## config.mk

```make
export PLATFORM = sky130hd
export DESIGN_NAME = latch_write_seq
export DESIGN_NICKNAME = d
export VERILOG_FILES = /design/src/rtl/latch_write_seq.sv
export SDC_FILE = /design/constraint.sdc
export NUM_CORES = 1
export LEC_CHECK = 0
export CORE_MARGIN = 2
export CORE_UTILIZATION = 29
export DETAILED_ROUTE_END_ITERATION = 8
export DONT_BUFFER_PORTS = 1
export SLEW_MARGIN = 15
export SYNTH_ARGS = -nofsm -noshare
export SYNTH_HDL_FRONTEND = slang
export SYNTH_SLANG_ARGS = --single-unit
```

## constraint.sdc

```tcl
create_clock -name clk -period 2.1 [get_ports clk]
set_input_delay 0.21 -clock clk [delete_from_list [all_inputs] [get_ports clk]]
set_output_delay 0.21 -clock clk [all_outputs]
set_load 0.02 [all_outputs]
```

## src/rtl/latch_write_seq.sv

```systemverilog
// Write sequencer feeding a 3-to-8 latch-enable decoder: one accepted request
// becomes a setup / strobe / hold sequence on registered Addr, Data and en.
module latch_write_seq #(
  parameter int DW         = 8,
  parameter int SETUP_CYC  = 1,
  parameter int STROBE_CYC = 2,
  parameter int HOLD_CYC   = 1
) (
  input  logic          clk,
  input  logic          rst,
  input  logic          wr_valid,
  output logic          wr_ready,
  input  logic [2:0]    wr_addr,
  input  logic [DW-1:0] wr_data,
  output logic [2:0]    Addr,
  output logic          en,
  output logic [DW-1:0] Data,
  output logic          busy,
  output logic          done
);

  localparam int MAX_SS = (SETUP_CYC > STROBE_CYC) ? SETUP_CYC : STROBE_CYC;
  localparam int MAX_C  = (MAX_SS > HOLD_CYC) ? MAX_SS : HOLD_CYC;
  localparam int CW     = $clog2(MAX_C) + 1;

  localparam logic [CW-1:0] SETUP_LD  = CW'(SETUP_CYC - 1);
  localparam logic [CW-1:0] STROBE_LD = CW'(STROBE_CYC - 1);
  localparam logic [CW-1:0] HOLD_LD   = CW'(HOLD_CYC - 1);

  typedef enum logic [1:0] {IDLE, SETUP, STROBE, HOLD} state_t;

  typedef struct packed {
    logic [2:0]    addr;
    logic [DW-1:0] data;
  } req_t;

  state_t        state_q, state_d;
  logic [CW-1:0] cnt_q, cnt_d;
  req_t          req_q, req_d;
  logic          en_q, en_d;
  logic          busy_q, busy_d;
  logic          done_q, done_d;

  assign wr_ready = (state_q == IDLE) && !rst;

  always_comb begin
    state_d = state_q;
    cnt_d   = cnt_q;
    req_d   = req_q;
    unique case (state_q)
      IDLE: begin
        if (wr_valid && wr_ready) begin
          req_d   = '{addr: wr_addr, data: wr_data};
          state_d = SETUP;
          cnt_d   = SETUP_LD;
        end
      end
      SETUP: begin
        if (cnt_q == '0) begin
          state_d = STROBE;
          cnt_d   = STROBE_LD;
        end else begin
          cnt_d = cnt_q - CW'(1);
        end
      end
      STROBE: begin
        if (cnt_q == '0) begin
          state_d = HOLD;
          cnt_d   = HOLD_LD;
        end else begin
          cnt_d = cnt_q - CW'(1);
        end
      end
      HOLD: begin
        if (cnt_q == '0) begin
          state_d = IDLE;
        end else begin
          cnt_d = cnt_q - CW'(1);
        end
      end
      default: state_d = IDLE;
    endcase
    // Outputs are registered, so they are decoded from the next state.
    en_d   = (state_d == STROBE);
    busy_d = (state_d != IDLE);
    done_d = (state_d == HOLD) && (cnt_d == '0);
  end

  always_ff @(posedge clk) begin
    if (rst) begin
      state_q <= IDLE;
      cnt_q   <= '0;
      req_q   <= '0;
      en_q    <= 1'b0;
      busy_q  <= 1'b0;
      done_q  <= 1'b0;
    end else begin
      state_q <= state_d;
      cnt_q   <= cnt_d;
      req_q   <= req_d;
      en_q    <= en_d;
      busy_q  <= busy_d;
      done_q  <= done_d;
    end
  end

  assign Addr = req_q.addr;
  assign Data = req_q.data;
  assign en   = en_q;
  assign busy = busy_q;
  assign done = done_q;

endmodule
```

==> results of run 1 <==
registers in the layout (all words and copies together) (netlist names):
name,flops
cnt_q,2
en,1
Data,8
done,1
state_q,2
busy,1
Addr,3
cells by family after synthesis:
family,share of synthesized area [%]
AOI/OAI and AO/OA,15.44
DFF,51.71
and+or+nand+nor,24.96
xor gates and xnor gates,1.257
buffers and inverters,6.642
power groups by stage:
stage          clock, uW  combinational [uW]  sequential [uW]
3_5_place_dp           0                 129              476
5_1_grt              241                 154              477
2_1_floorplan          0                 150              451
6_report             210                 134              467
4_1_cts              221                 136              468
3_3_place_gp           0                 125              474
stage by stage:
step / hold slack (ps) / instance area, um^2 / instances
floorplan: 346.0 / 696.9 / 83
global placement: 281.0 / 689.4 / 105
detailed placement: 284.3 / 689.4 / 105
CTS: 31.31 / 735.7 / 110
global route: 22.31 / 735.7 / 110
finish: 43.61 / 735.7 / 110
layer usage:
| metal | part of all wire (%) | global-route usage, % | routed length, um | up-vias |
|---|---|---|---|---|
| li1 | - | - | - | 275 |
| met1 | 44 | 13.64 | 636 | 243 |
| met2 | 44 | 17.71 | 634 | 20 |
| met3 | 12 | 5.085 | 173 | 0 |
| met4 | 0 | 3.846 | 0 | 0 |
| met5 | 0 | 0 | 0 | - |
final cells by class:
| type | instances | area (um^2) |
|---|---|---|
| clock buffer | 4 | 36.28 |
| inverter | 1 | 3.754 |
| tap | 28 | 35.03 |
| fill | 247 | 1498 |
| multi-input combinational | 58 | 290.3 |
| sequential | 18 | 360.3 |
| timing repair buffer | 1 | 10.01 |
layout by cell type (no fill, tap or decap):
| master | n |
|---|---|
| dlygate4sd3_1 | 1 |
| nand3_1 | 1 |
| inv_1 | 1 |
| nor4_1 | 1 |
| a221oi_1 | 2 |
| dfxtp_1 | 18 |
| clkbuf_4 | 3 |
| o21ai_0 | 3 |
| or3b_4 | 1 |
| nor3b_1 | 1 |
| nand2b_1 | 2 |
| nor2b_1 | 1 |
| nor2_1 | 3 |
| or3_1 | 1 |
| nor3_1 | 1 |
| a21oi_1 | 15 |
| nand2_1 | 24 |
| clkbuf_8 | 1 |
| nor3b_2 | 1 |
| xor2_1 | 1 |
worst max path at each step:
stage | startpoint | to | cells past startpoint
after global routing | state_q[0]$_SDFF_PP0_ | wr_ready | 1
after floorplan | state_q[1]$_SDFF_PP0_ | Addr[0]$_SDFFE_PP0P_ | 5
after detailed placement | state_q[0]$_SDFF_PP0_ | Data[2]$_SDFFE_PP0P_ | 3
after CTS | state_q[0]$_SDFF_PP0_ | wr_ready | 1
after global placement | state_q[0]$_SDFF_PP0_ | Addr[0]$_SDFFE_PP0P_ | 3
final | state_q[0]$_SDFF_PP0_ | wr_ready | 1
repair_timing:
| action | CTS | global route |
|---|---|---|
| endpoints found under the hold margin | 18 | 0 |
| resized for setup | 0 | 0 |
| hold buffers | 1 | 0 |
==> PnR_summary.wiki, run 1 <==
{| class="wikitable"
! Metric !! Value
|-
| Least setup slack across all paths after layout || ~580 ps
|-
| GR Overflow Total || 0
|-
| Data required, critical path || approximately 1900 ps
|-
| Fraction of registers with async set or reset after synthesis || 0%
|-
| Worst min-delay path endpoint || Addr[0]$_SDFFE_PP0P_
|-
| Count of unresolved DRC violations after routing || 0
|-
| Global-route wire length before repair || 2270 um
|-
| Primary flip-flop cell chosen by synthesis mapping || dfxtp_1
|-
| Final wirelength || around 1400 um
|-
| Total of warnings raised by yosys || 0
|-
| Capture instance of the worst register-to-register path || Data[3]$_SDFFE_PP0P_
|-
| Total inserted antenna cells || 0
|-
| Cell-by-cell listing of the critical path || nor3_1
|-
| TritonCTS clock tree || yes
|-
| Data arrival time at the worst-slack endpoint || between 1000 and 1500 ps
|-
| Mean instance size in the synthesized netlist || 8.397 um^2
|-
| Iteration-0 DRC Markers || 4
|-
| Register-to-register path setup slack || around 740 ps
|-
| Later-pin clock latency in the skew report || 290 ps
|-
| Max FO, Critical Path || 12
|-
| Switching power as a share of total power || 32.89%
|-
| Share of the yosys chip area belonging to registers || between 50% and 60%
|-
| Sum of internal, switching and leakage power || 810.9 uW
|-
| Final Core Density || between 30% and 40%
|-
| EDFF count, synth || 0
|-
| Leakage || 0.0002611 uW
|-
| Number of global-route vias before repair || just under 500
|-
| Number of cells traversed by the worst hold path || 2
|-
| Largest vdd supply drop || around 0.34 mV
|-
| CTS Buffer Depth || 2
|-
| HPWL after DPL || ~1000 um
|-
| Pin slew with the least headroom to its limit || 662.5 ps
|-
| Count of nets left with antenna violations after detail routing || 0
|-
| Cell Pwr Density || approximately 1100 nW/um^2
|-
| Starting utilization of the core area || 31.20%
|-
| Number of instances in the synthesized netlist || 83
|-
| Shortest period the worst path allows || around 1500 ps
|-
| Critical path capture point type || primary output
|-
| Die area || around 2800 um^2
|-
| Clk sink count || 18
|-
| Global placement routability congestion || a little under 0.7
|-
| Top-Level Pins || 29
|-
| CTS root buffer || clkbuf_4
|-
| Sequential Power Share || between 50% and 60%
|-
| Pin count of the biggest net entering global routing || 19
|-
| Worst hold start || wr_addr[0]
|-
| Max-cap violation count || 0
|-
| Slew Viols, Final || 0
|-
| Startpoint type of the worst setup path || flop
|-
| Share of cells above drive strength 1 || 7.317%
|-
| Worst-case clock skew || ~7.8 ps
|-
| Setup Crit Path Kind || flop to primary output
|-
| Kind of cell adding the most delay to the critical path || simple AND/OR/NAND/NOR gates
|-
| Port bufs || 0
|-
| Top-count cell post-synth || nand2_1
|-
| Worst path buffer plus inverter count || 0
|-
| Area added between synthesis and finish || 5.566%
|-
| Top cells by count, synth || nand2_1 (24), dfxtp_1 (18), a21oi_1 (15)
|-
| Remaining max-slew budget at the tightest pin || a little under three fifths
|-
| Final critical-path share of the clock period || between 70% and 80%
|-
| Biggest area consumer among synthesized cells || dfxtp_1
|-
| Post-Syn Nets || 97
|-
| Portion of synthesized cell area occupied by the leading cell type || between 50% and 60%
|-
| Post-detailed-route wirelength per cell || ~13 um
|-
| Number of setup buffers added after CTS || 0
|-
| Flip-flop and latch count after synthesis || 18
|-
| Via count || 538
|-
| Startpoint of the most critical register-to-register path || state_q[0]$_SDFF_PP0_
|-
| Final Setup Violations || 0
|-
| Core region area || 2233 um^2
|-
| Pre-CTS setup slack || 724.8 ps
|-
| Worst min path class || input pin to flop
|-
| Combinational fraction of design power || between 15 and 20%
|-
| Die boundary width || about 53 um
|-
| Synth area leaders || dfxtp_1 (52%), nand2_1 (13%), a21oi_1 (11%)
|-
| Setup TNS || 0 ps
|-
| Placement row count || 17
|-
| Final net count || 97
|-
| Height of the die || around 53 um
|-
| Reg2Reg Depth || 3
|-
| Net switching power figure || 266.7 uW
|-
| CTS buffer count || 3
|-
| Antenna violations before repair || 0
|-
| Highest-delay cell along the critical path || nor3_1
|-
| Endpoints failing hold || 0
|-
| Fmax || 656.6 MHz
|-
| Netlist cell types || 21
|-
| Outcome || finished, final reports clean
|-
| Unrepaired setup endpoints after global routing || no
|-
| Clock network fraction of total power || between 20% and 30%
|-
| Global Route Usage Sum || a little under an eighth
|-
| Critical Path Max Stage Delay || a little under 600 ps
|-
| Htree depth || 1
|-
| Clock slew at the register clock pins of the worst setup and hold paths || 110 ps
|-
| Via/cell ratio || 4.891
|-
| Number of iterations in the first detailed-routing pass || 4
|-
| Total internal power || 544.2 uW
|-
| Post-Syn Area || around 700 um^2
|}
(Power assumes the default switching activity.)
==> run 2, diff against run 1 <==
- clock period: 2.1 -> 1.3 ns (I/O delays scaled with it)
==> run 2 against run 1 <==
Compared with the run above: clock skew decreased by 3.6 ps; sequential power increased by 61%; register-to-register slack got worse by 630 ps; sequential share of layout area decreased by 7.6 points; cell area rose by 20%; count of clock-buffer cells in the layout decreased by 1; core utilization up 6.6 points; combinational power is 130% higher; critical path depth grew 2; power increased by 63%; critical path type unchanged; largest cell class unchanged; largest power group unchanged.
==> PnR_summary.wiki, run 2 (synthesized netlist as in run 1, its figures left out) <==
{| class="wikitable"
! Metric !! Value
|-
| Outcome || finished, final reports clean
|-
| Worst hold start || wr_valid
|-
| Sum of internal, switching and leakage power || 1322 uW (+63%)
|-
| Register-to-register path setup slack || 110 ps (-630 ps)
|-
| Final net count || 112 (+15%)
|-
| Port bufs || 0 (unchanged)
|-
| Max FFs per register || 8 (unchanged)
|-
| Top-Level Pins || 29 (unchanged)
|-
| Shortest period the worst path allows || ~1200 ps
|-
| Global-route wire length before repair || 2415 um (+6.4%)
|-
| Reg2Reg Depth || 3 (unchanged)
|-
| Antenna violations before repair || 0 (unchanged)
|-
| Number of setup buffers added after CTS || 0 (unchanged)
|-
| Final non-filler cell area || 882.1 um^2 (+20%)
|-
| CTS buffer count || 3 (unchanged)
|-
| Largest vdd supply drop || 0.5352 mV (+57%)
|-
| Final wirelength || 1570 um (+8.7%)
|-
| Post-detailed-route wirelength per cell || 12.66 um (-3.5%)
|-
| Via/cell ratio || 4.669 (-4.5%)
|-
| Highest-delay cell along the critical path || dfxtp_4
|-
| Final critical-path share of the clock period || between 90% and 100%
|-
| Later-pin clock latency in the skew report || 280 ps (about the same)
|-
| Number of gates on the worst path with buffers counted || 3 (+2)
|-
| Die boundary width || 53.02 um (unchanged)
|-
| Placement row count || 17 (unchanged)
|-
| Number of global-route vias before repair || 529 (+6.9%)
|-
| Number of cells traversed by the worst hold path || 3 (+1)
|-
| Startpoint of the most critical register-to-register path || state_q[1]$_SDFF_PP0_
|-
| Count of unresolved DRC violations after routing || 0 (unchanged)
|-
| Worst path buffer plus inverter count || 2 (+2)
|-
| HPWL after DPL || 984.4 um (-1.3%)
|-
| TritonCTS clock tree || yes
|-
| Iteration-0 DRC Markers || 7 (+3)
|-
| CTS root buffer || clkbuf_4
|-
| Total inserted antenna cells || 0 (unchanged)
|-
| Max-cap violation count || 0 (unchanged)
|-
| Pin slew with the least headroom to its limit || 666.3 ps (+3.780 ps)
|-
| Data required, critical path || 1170 ps (-720 ps)
|-
| Worst-case clock skew || 4.214 ps (-3.580 ps)
|-
| Leakage || 0.0003242 uW (+24%)
|-
| Global Route Usage Sum || 12.05% (+0.74 points)
|-
| Remaining max-slew budget at the tightest pin || 55.44% (-0.25 points)
|-
| Pin count of the biggest net entering global routing || 19 (unchanged)
|-
| GR Overflow Total || 0 (unchanged)
|-
| Height of the die || 53.02 um (unchanged)
|-
| Share of cells above drive strength 1 || 12.50% (+5.2 points)
|-
| Startpoint type of the worst setup path || flop
|-
| Worst min path class || input pin to flop
|-
| Htree depth || 1 (unchanged)
|-
| Cell-by-cell listing of the critical path || buf_4 > nor3_4 > buf_6
|-
| Worst min-delay path endpoint || cnt_q[0]$_SDFF_PP0_
|-
| Area added between synthesis and finish || 26.57%
|-
| Slew Viols, Final || 0 (unchanged)
|-
| Critical Path Max Stage Delay || 370 ps (-220 ps)
|-
| Data arrival time at the worst-slack endpoint || 1090 ps (-220 ps)
|-
| Final Setup Violations || 0 (unchanged)
|-
| Fmax || 820.2 MHz
|-
| Leading cell type in the layout, fill and taps excluded || nand2_1
|-
| Commonest non-fill, non-tap cells in the layout || nand2_1 (24), dfxtp_1 (16), a21oi_1 (15)
|-
| Count of nets left with antenna violations after detail routing || 0 (unchanged)
|-
| Clock slew at the register clock pins of the worst setup and hold paths || 100 ps (about the same)
|-
| Unrepaired setup endpoints after global routing || no
|-
| Cell Area, Placed || 719.4 um^2 (+4.4%)
|-
| Endpoints failing hold || 0 (unchanged)
|-
| Setup TNS || 0 ps (unchanged)
|-
| Critical path capture point type || primary output
|-
| Number of iterations in the first detailed-routing pass || 4 (unchanged)
|-
| Via count || 579 (+7.6%)
|-
| Starting utilization of the core area || 31.20% (unchanged)
|-
| Die area || 2811 um^2 (unchanged)
|-
| Global placement routability congestion || 0.7051 (+3.2%)
|-
| Capture instance of the worst register-to-register path || Data[1]$_SDFFE_PP0P_
|-
| Setup Crit Path Kind || flop to primary output
|-
| Kind of cell adding the most delay to the critical path || flip-flops
|-
| Cell Pwr Density || 1499 nW/um^2 (+36%)
|-
| CTS Buffer Depth || 2 (unchanged)
|-
| Clk sink count || 18 (unchanged)
|-
| Max FO, Critical Path || 8 (-4)
|-
| Core region area || 2233 um^2 (unchanged)
|}
## run 2: changes by cell type in the layout (fill, tap and decap cells not counted), sizes merged
cell / change
dlygate4sd3: +11
buf: +4
clkbuf: -1
## run 2: how the worst max path moves through the flow
stage,slack [ps],startpoint,to
2_1_floorplan,120,state_q[1]$_SDFF_PP0_,Addr[0]$_SDFFE_PP0P_
3_3_place_gp,150,state_q[1]$_SDFF_PP0_,en$_SDFF_PP0_
3_5_place_dp,100,state_q[1]$_SDFF_PP0_,en$_SDFF_PP0_
4_1_cts,20,state_q[0]$_SDFF_PP0_,wr_ready
5_1_grt,5,state_q[0]$_SDFF_PP0_,wr_ready
6_report,80,state_q[0]$_SDFF_PP0_,wr_ready
## run 2: layout make-up
type / instances / area [um^2]
Clock buffer: 3 / 22.52
Fill cell: 218 / 1351
Inverter: 1 / 3.754
Multi-Input combinational cell: 58 / 301.5
Sequential cell: 18 / 365.4
Tap cell: 28 / 35.03
Timing Repair Buffer: 16 / 153.9
## run 2: power by group
group / internal (uW) / switching (uW)
clock: 107 / 158
sequential: 626 / 126
combinational: 148 / 158
## run 2: what timing repair did
action,in CTS,in global routing
resized for setup,2,4
setup endpoints to repair,1,5
hold endpoints to repair,18,0
pin swaps,0,1
hold buffers,12,0
## run 2: metal layers
layer / global-route usage, % / share of wire [%] / up-vias
met5: 0 / 0 / -
met4: 2.564 / 0 / 0
met3: 4.520 / 9.3 / 0
met2: 21.25 / 46 / 21
met1: 13.74 / 44 / 257
li1: - / - / 301
## run 2: per-stage QoR
stage          setup slack, ps  utilization [%]  hold WS, ps  std cells
3_5_place_dp             104.7            32.21        203.6        109
3_3_place_gp             152.2            32.21        201.6        109
4_1_cts                  23.88            38.88        21.08        124
2_1_floorplan            119.2                -        266.0         83
6_report                 80.75            39.50        26.56        124
5_1_grt                  4.652            39.50        18.95        124
## run 2: worst reg2reg max path, stage by stage, from the launching register on
cell     delay, ps
dfxtp_2        390
or3b_4         490
nand2_1        110
a21oi_1         60
==> run 3, diff against run 2 <==
--- a/config.mk
+++ b/config.mk
@@ -10,5 +10,5 @@
 export DETAILED_ROUTE_END_ITERATION = 8
 export DONT_BUFFER_PORTS = 1
-export SLEW_MARGIN = 15
+export SLEW_MARGIN = 10
 export SYNTH_ARGS = -nofsm -noshare
 export SYNTH_HDL_FRONTEND = slang
==> constraint.sdc (replaced) <==
create_clock -name clk -period 1.3 [get_ports clk]
set_input_delay 0.39 -clock clk [delete_from_list [all_inputs] [get_ports clk]]
set_output_delay 0.39 -clock clk [all_outputs]
set_load 0.02 [all_outputs]
==> run 3 against run 2 <==
Compared with the run above: the run now ends with negative setup slack left; core utilization decreased by 3.1 points; worst setup slack lost 110 ps; critical path depth down 1; combinational power rose by 6%; power increased by 5.9%; cell area is 7.9% lower; hold slack better by 130 ps; routed wire length rose by 1.0%; fmax down 8.4%; critical endpoint unchanged; largest power group unchanged.
==> PnR_summary.wiki, run 3 (synthesized netlist as in run 1, its figures left out) <==
{| class="wikitable"
! Metric !! Value
|-
| Outcome || finished with violations
|-
| Failing checks || negative setup slack
|-
| Total inserted antenna cells || 0 (unchanged)
|-
| Final wirelength || 1586 um (+1.0%)
|-
| Cell Pwr Density || 1724 nW/um^2 (+15%)
|-
| Clock slew at the register clock pins of the worst setup and hold paths || 100 ps (about the same)
|-
| Final net count || 104 (-7.1%)
|-
| Startpoint of the most critical register-to-register path || state_q[0]$_SDFF_PP0_
|-
| Height of the die || 53.02 um (unchanged)
|-
| CP startpoint || state_q[0]$_SDFF_PP0_
|-
| Via/cell ratio || 4.966 (+6.3%)
|-
| Worst hold margin || 154.4 ps (+127.8 ps)
|-
| CTS root buffer || clkbuf_4
|-
| Total instance count after detailed placement || 110 (+0.92%)
|-
| Port bufs || 0 (unchanged)
|-
| Cell Area, Placed || 732.0 um^2 (+1.7%)
|-
| Switching power as a share of total power || 31.97% (-1.4 points)
|-
| Antenna violations before repair || 0 (unchanged)
|-
| Die boundary width || 53.02 um (unchanged)
|-
| Number of cells traversed by the worst hold path || 1 (-2)
|-
| Final Setup Violations || 1 (+1)
|-
| Shortest period the worst path allows || 1331 ps (+111.5 ps)
|-
| Global Route Usage Sum || 11.78% (-0.27 points)
|-
| Sum of internal, switching and leakage power || 1400 uW (+5.9%)
|-
| Leading cell type in the layout, fill and taps excluded || nand2_1
|-
| Core region area || 2233 um^2 (unchanged)
|-
| Global placement routability congestion || 0.6893 (-2.2%)
|-
| Slew Viols, Final || 0 (unchanged)
|-
| Net switching power figure || 447.6 uW (+1.5%)
|-
| Area added between synthesis and finish || 16.52%
|-
| Data required, critical path || 910 ps (-260 ps)
|-
| Sequential Power Share || 52.9% (-4.0 points)
|-
| Number of iterations in the first detailed-routing pass || 4 (unchanged)
|-
| Later-pin clock latency in the skew report || 280 ps (about the same)
|-
| CTS Buffer Depth || 2 (unchanged)
|-
| Number of global-route vias before repair || 552 (+4.3%)
|-
| Data arrival time at the worst-slack endpoint || 940 ps (-150 ps)
|-
| Total internal power || 952.4 uW (+8.1%)
|-
| HPWL after DPL || 1113 um (+13%)
|-
| Worst hold start || rst
|-
| Largest vdd supply drop || 0.6141 mV (+15%)
|-
| Unrepaired setup endpoints after global routing || yes
|-
| CTS Hold Buffers Added || 0 (-12)
|-
| Max FFs per register || 8 (unchanged)
|-
| Reg2Reg Depth || 4 (+1)
|-
| Leakage || 0.0003008 uW (-7.2%)
|-
| Global-route wire length before repair || 2373 um (-1.7%)
|-
| Htree depth || 1 (unchanged)
|-
| Post-detailed-route wirelength per cell || 13.56 um (+7.1%)
|-
| Max FO, Critical Path || 2 (-6)
|-
| Least setup slack across all paths after layout || -30.79 ps (-111.5 ps)
|-
| Count of nets left with antenna violations after detail routing || 0 (unchanged)
|-
| Starting utilization of the core area || 31.20% (unchanged)
|-
| Pin slew with the least headroom to its limit || 255.3 ps (-411.0 ps)
|-
| Worst min path class || input pin to flop
|-
| Final Core Density || 36.36% (-3.1 points)
|-
| Top-Level Pins || 29 (unchanged)
|-
| Pin count of the biggest net entering global routing || 20 (+1)
|-
| Max-cap violation count || 0 (unchanged)
|-
| Final non-filler cell area || 812.0 um^2 (-7.9%)
|-
| CTS buffer count || 3 (unchanged)
|-
| Worst-case clock skew || 0.7499 ps (-3.464 ps)
|-
| Combinational fraction of design power || 23.1% (about the same)
|-
| Clk sink count || 18 (unchanged)
|-
| GR Overflow Total || 0 (unchanged)
|-
| Iteration-0 DRC Markers || 16 (+9)
|-
| Remaining max-slew budget at the tightest pin || 82.80% (+27 points)
|-
| Highest-delay cell along the critical path || dfxtp_4
|-
| Setup Crit Path Kind || flop to primary output
|-
| Fmax || 751.4 MHz (-8.4%)
|-
| Count of unresolved DRC violations after routing || 0 (unchanged)
|-
| Endpoints failing hold || 0 (unchanged)
|-
| Cell-by-cell listing of the critical path || nor3_4 > buf_6
|-
| Die area || 2811 um^2 (unchanged)
|-
| Final critical-path share of the clock period || 102.4% (+8.6 points)
|-
| Clock network fraction of total power || 24.0% (+4.0 points)
|-
| Final Instance Count excl. Fillers || 117 (-5.6%)
|-
| Critical path capture point type || primary output
|-
| Share of cells above drive strength 1 || 19.10% (+6.6 points)
|-
| Startpoint type of the worst setup path || flop
|-
| TritonCTS clock tree || yes
|-
| Critical Path Max Stage Delay || 360 ps (about the same)
|-
| Commonest non-fill, non-tap cells in the layout || nand2_1 (24), dfxtp_1 (16), a21oi_1 (15)
|-
| Via count || 581 (+0.35%)
|-
| Placement row count || 17 (unchanged)
|}
==> run 3: timing repair <==
action	in CTS	in global routing
buffers inserted	2	0
gates resized for setup	4	3
setup endpoints to repair	1	7
gates cloned	0	1
pin swaps	1	1
==> run 3: metrics by stage <==
step	setup slack [ps]	TNS (ps)
final	-30.79	-30.79
after global routing	-99.68	-99.68
after CTS	-46.14	-46.14
after detailed placement	113.9	0
after global placement	143.2	0
after floorplan	44.30	0
==> run 3: final cells by class <==
cell class / instances / area (um^2)
clock buffers: 4 / 36.28
fillers: 239 / 1421
inverters: 1 / 3.754
flip-flops and latches: 18 / 367.9
multi-input cells: 59 / 312.8
well taps: 28 / 35.03
repair buffers: 7 / 56.30
==> run 3: final timing paths <==
kind / end / slack (ps)
worst max-delay path: wr_ready / -30
worst min-delay path: state_q[1]$_SDFF_PP0_ / 150
worst max register to register: cnt_q[1]$_SDFF_PP0_ / 80
worst min register to register: done$_SDFF_PP0_ / 520
==> run 3: routing by layer <==
metal / wire, um / track usage, % / vias to the layer above / part of all wire (%)
li1: - / - / 290 / -
met5: 0 / 0 / - / 0
met2: 702 / 19.79 / 24 / 44
met1: 693 / 13.47 / 267 / 44
met4: 0 / 3.846 / 0 / 0
met3: 191 / 4.802 / 0 / 12
==> run 3: critical path: cells and delay by family, from the launching register on <==
kind	cells	cell delay, ps
buffers and inverters	1	140
flip-flops	1	360
AND/OR/NAND/NOR	1	160
==> run 3: power by group through the flow <==
stage               clock [uW]  sequential (uW)  combinational [uW]
floorplan                    0              729                 247
global placement             0              763                 253
detailed placement           0              767                 262
CTS                        352              738                 303
global route               384              751                 367
finish                     337              740                 323
